[src/rtl/wb_regfile.sv]
// 32 x 64-bit write-back register file with combinational read ports and a committed-write counter.
// Optional macro WB_BYPASS_EN forwards same-cycle write-back data to matching read ports.
module wb_regfile #(
  parameter int CNT_W = 32
) (
  input  logic             clk,
  input  logic             reset,
  input  logic             reg_write,
  input  logic             memtoreg,
  input  logic [4:0]       rd,
  input  logic [63:0]      ALU_result,
  input  logic [63:0]      read_data,
  input  logic [4:0]       rs1,
  input  logic [4:0]       rs2,
  output logic [63:0]      readdata1,
  output logic [63:0]      readdata2,
  output logic [63:0]      wb_data,
  output logic [CNT_W-1:0] wb_count
);

  logic [63:0] regs [0:31];
  logic        commit;

  assign wb_data = memtoreg ? read_data : ALU_result;
  assign commit  = reg_write && (rd != 5'd0);

  // x0 is cleared by reset and never written, so it stays zero.
  always_ff @(posedge clk or negedge reset) begin
    if (!reset) begin
      for (int i = 0; i < 32; i++) begin
        regs[i] <= '0;
      end
      wb_count <= '0;
    end else if (commit) begin
      regs[rd] <= wb_data;
      wb_count <= wb_count + CNT_W'(1);
    end
  end

  always_comb begin
    readdata1 = '0;
    readdata2 = '0;
    if (reset && rs1 != 5'd0) readdata1 = regs[rs1];
    if (reset && rs2 != 5'd0) readdata2 = regs[rs2];
`ifdef WB_BYPASS_EN
    if (reset && commit && rs1 == rd) readdata1 = wb_data;
    if (reset && commit && rs2 == rd) readdata2 = wb_data;
`endif
  end

endmodule

[config.mk]
export PLATFORM = sky130hd
export DESIGN_NAME = wb_regfile
export DESIGN_NICKNAME = d
export VERILOG_FILES = /design/src/rtl/wb_regfile.sv
export SDC_FILE = /design/constraint.sdc
export NUM_CORES = 2
export LEC_CHECK = 0
export BUFFER_PORTS_ARGS = -buffer_cell sky130_fd_sc_hd__buf_4
export CORE_MARGIN = 5
export CORE_UTILIZATION = 25
export CTS_CLUSTER_SIZE = 14
export DETAILED_ROUTE_END_ITERATION = 8
export PLACE_DENSITY = 0.43
export SLEW_MARGIN = 10
export SYNTH_ARGS = -nofsm -noshare
export SYNTH_HDL_FRONTEND = slang
export SYNTH_SLANG_ARGS = --single-unit
export TNS_END_PERCENT = 50
[constraint.sdc]
create_clock -name clk -period 4.6 [get_ports clk]
set_clock_uncertainty 0.2 [all_clocks]
set_input_delay 0.23 -clock clk [delete_from_list [all_inputs] [get_ports clk]]
set_output_delay 0.23 -clock clk [all_outputs]
set_load 0.05 [all_outputs]
==> impl_summary.txt <==
----------------------------------------------------
[Setup path]
  Kind of start point of the critical path ... input pin
  Dominant delay contributor by cell family on the critical path ... buffers and inverters
  Kind of critical path ... input pin to asynchronous set/reset pin
  Maximum cell stage delay along the critical path ... 1.06 ns
  Cell mode on critical path ... sky130_fd_sc_hd__buf_16
  Endpoint required time on the critical path ... 5.26 ns
  Capturing element type of the critical path ... asynchronous set/reset pin
  Buffering stage count on the worst path with inverters included ... 11
  Crit path max-delay cell type ... sky130_fd_sc_hd__dlygate4sd3_1
  Largest driver fanout on the critical path ... 166
  Arrival time at the worst endpoint ... 4.97 ns
  Cell breakdown of the critical path ... dlygate4sd3_1 -> buf_16 -> buf_16 -> buf_16 -> buf_16 -> buf_16 -> buf_16 -> dlygate4sd3_1 -> buf_4 -> buf_4 -> buf_12

[Drt]
  Via density ... 5.251
  Routed WL ... 442400 microns
  First-pass detailed-route iteration total ... 5
  Routed length on met1 ... 187100 microns
  # DRC ... 0
  Antenna Violating Nets Remaining ... 0
  Met3 wire length ... 23590 microns
  Average wire per standard cell ... 28.76 microns
  Initial detailed-routing violation count ... 6962
  Number of vias after detailed routing ... 80776
  Max Used Layer ... met5
  Sum of met2 wire segment lengths after detailed routing ... 213300 microns

[STA]
  Slew Viols, Final ... 0
  Total Neg Setup Slack ... 0 ns
  Worst-margin pin slew ... 1.235 ns
  Max_slew headroom ... 17.42%
  Clock period minus worst slack ... 4.312 ns
  Final hold violations ... 0
  Maximum frequency from static timing analysis ... 231.9 MHz
  Smallest setup slack after layout ... 0.2884 ns
  RSZ-0062 raised after global routing ... false
  Share of the clock period used by the worst path after layout ... 93.73%
  Setup-violating endpoint count in the final report ... 0
  Hold slack ... 0.09479 ns

[Power]
  Highest ir drop seen on vdd ... 0.3206 mV
  Part of the power in registers ... 43.9%
  Internal power component ... 39.62 mW
  Leakage power summed over all cells ... 52.08 nW
  Power Density ... 460.8 nW/um^2
  Share of total power in combinational logic ... 21.5%
  PnR Total Power ... 57.38 mW
  Psw ... 17.76 mW
  Clock share of power ... 34.6%
  Net switching fraction of the power ... 30.95%

[Die]
  Top-Level Pins ... 371
  Area of the core region ... 419600 sq um
  # rows ... 238
  Initial cell density of the core ... 25.04%
  Die Y ... 658.2 microns
  Floorplan die area ... 433200 sq um
  Die width ... 658.2 microns

[Global routing]
  Antenna violations before repair ... 23
  Maximum number of pins on one net before global-route repair ... 167
  Vias in the first global route ... 82040
  Global-route wire length before repair ... 630000 microns
  Remaining global-route overflow ... 0
  Total global routing track utilization ... 19.87%

[Synthesis]
  Number of instances in the synthesized netlist ... 9632
  Sequential-to-total area share from yosys stat ... 49.55%
  Post-Synthesis Mean Instance Area ... 10.91 sq um
  Syn_nets ... 9780
  Post-synth cell types ... 52
  Flip-flop and latch count after synthesis ... 2080
  Warning count from the yosys run ... 0
  Post-synthesis cell area ... 105000 sq um

[Clocking]
  Deepest clock path buffer count ... 4
  Clk slew on worst S/H paths ... 0.06 ns
  CTS buffer count ... 235
  Count of clock tree sinks ... 2080
  Clock Root Buffer ... sky130_fd_sc_hd__clkbuf_16
  Latest clock arrival within the worst-skew pair ... 0.89 ns
  Clock tree from TritonCTS ... built
  # H-tree levels ... 4

[Run]
  Number of maximum-capacitance constraint violations ... 0

[Cells and area]
  Share of cells above drive strength 1 ... 21.37%
  Post-layout nets ... 9815
  Synth-to-Final Area Change ... 18.55%
  Leading cell types in the layout, fill and taps excluded ... 2080 x sky130_fd_sc_hd__dfrtp_1, 1065 x sky130_fd_sc_hd__a21oi_1, 1052 x sky130_fd_sc_hd__nor2_1, 1023 x sky130_fd_sc_hd__nand2_1, 948 x sky130_fd_sc_hd__o21ai_0
  Most common cell after layout, fill and taps aside ... sky130_fd_sc_hd__dfrtp_1

[Hold path]
  Hold WC Path Type ... input pin to flip-flop

[Placement]
  Placed wire-length estimate ... 269000 microns
  Last weighted congestion value of the routability-driven placer ... 0.8029
  Worst slack at placement ... 0.7245 ns
  Buffers on Ports ... 370

[Run status]
  Run status ... finished clean

----------------------------------------------------
-- flip-flops by register name (all words and copies together) (netlist names) --
register and count:
regs 2048, wb_count 32
-- power by group through the flow --
stage | sequential, mW | combinational [mW] | clock (mW)
finish | 25.2 | 12.3 | 19.8
global route | 25.7 | 13.5 | 20.9
CTS | 25.1 | 12.5 | 20.3
detailed placement | 25.4 | 12.2 | 0
global placement | 25.1 | 12.0 | 0
floorplan | 24.5 | 8.70 | 0
-- worst register-to-register path: stages, from the launching register on --
cell and delay (ns):
sky130_fd_sc_hd__dfrtp_1 0.44, sky130_fd_sc_hd__nand4_1 0.13, sky130_fd_sc_hd__a211oi_2 0.89, sky130_fd_sc_hd__nand4_1 0.23, sky130_fd_sc_hd__xnor2_1 0.18
-- cell type report --
type / count / area [sq um]
fill: 42766 / 295100
sequential: 2080 / 52050
multi-input combinational: 6391 / 48650
timing repair buffer: 893 / 8687
tap: 5520 / 6907
clock buffer: 331 / 6864
clock inverter: 90 / 1089
inverter: 66 / 247.7
antenna: 12 / 30.03
-- worst paths after layout --
path                                   from             to  slack (ns)  cells past startpoint
worst min-delay path                  rd[4]       regs[66]        0.09                      5
worst min register to register   regs[2019]     regs[2019]        0.17                      0
worst max-delay path                  reset     regs[1772]        0.29                     11
min in group asynchronous             reset     regs[1830]        0.51                      5
worst max register to register  wb_count[2]   wb_count[15]        2.42                      4
max in group clk                      reset  readdata2[13]        0.30                     12
-- synth_stat cells, drive strengths merged --
cell type | instances | share of area [%]
or4 | 1 | 0.011
or3 | 1 | 0.0060
nor2 | 1071 | 3.8
and4b | 3 | 0.029
or4b | 1 | 0.0095
a211oi | 24 | 0.18
o211ai | 38 | 0.27
nor2b | 29 | 0.17
ha | 1 | 0.012
a21oi | 1069 | 5.1
a2111oi | 23 | 0.19
nor4 | 1 | 0.0060
o21ai | 980 | 4.7
xnor2 | 27 | 0.23
and4 | 4 | 0.033
a22oi | 448 | 3.2
nand2b | 9 | 0.054
buf | 456 | 2.5
nand4b | 23 | 0.19
and2 | 6 | 0.036
inv | 66 | 0.24
o21ba | 1 | 0.0095
a2bb2oi | 62 | 0.52
clkbuf | 639 | 2.3
nor3 | 3 | 0.019
mux2 | 102 | 1.1
or2 | 1 | 0.0060
a32oi | 13 | 0.11
nand3 | 18 | 0.086
a22o | 2 | 0.017
a221oi | 68 | 0.57
nand2 | 1031 | 3.7
nor3b | 6 | 0.043
nor4bb | 2 | 0.019
and3 | 8 | 0.048
mux4 | 744 | 16
dfrtp | 2080 | 50
xor2 | 4 | 0.033
or3b | 1 | 0.011
nand3b | 9 | 0.076
nand4 | 120 | 0.71
mux2i | 437 | 4.2
-- routing by layer --
metal	track usage, %	up-vias
met2	33.39	2849
met3	2.820	741
met4	7.397	4
met1	26.01	42187
met5	0	-
li1	-	34995
-- through the flow --
stage	utilization, %	cells	area, sq um
after floorplan	-	9632	105000
after global placement	27.35	14790	114800
after detailed placement	27.35	14790	114800
after CTS	29.67	15371	124500
after global routing	29.68	15376	124500
final	29.68	15383	124500
-- cells by family (layout without fill, tap and decap cells) --
kind of cell    count (synthesis)  count (layout)  share of synthesized area (%)
flops                        2080            2080                          49.55
other cells                     0              12                              0
buf+inv                      1161            1380                          5.050
fa+ha+maj                       1               1                        0.01191
simple gates                 2348            2348                          9.083
xor+xnor                       31              31                         0.2585
compound gates               2728            2728                          14.84
mux                          1283            1283                          21.21
-- what timing repair did --
action / in CTS / in global routing
hold endpoints to repair: 2241 / 0
resized for setup: 0 / 1
buffers inserted: 0 / 0
endpoints found under the setup margin: 0 / 54
hold buffers: 160 / 0
(Power assumes the default switching activity.)
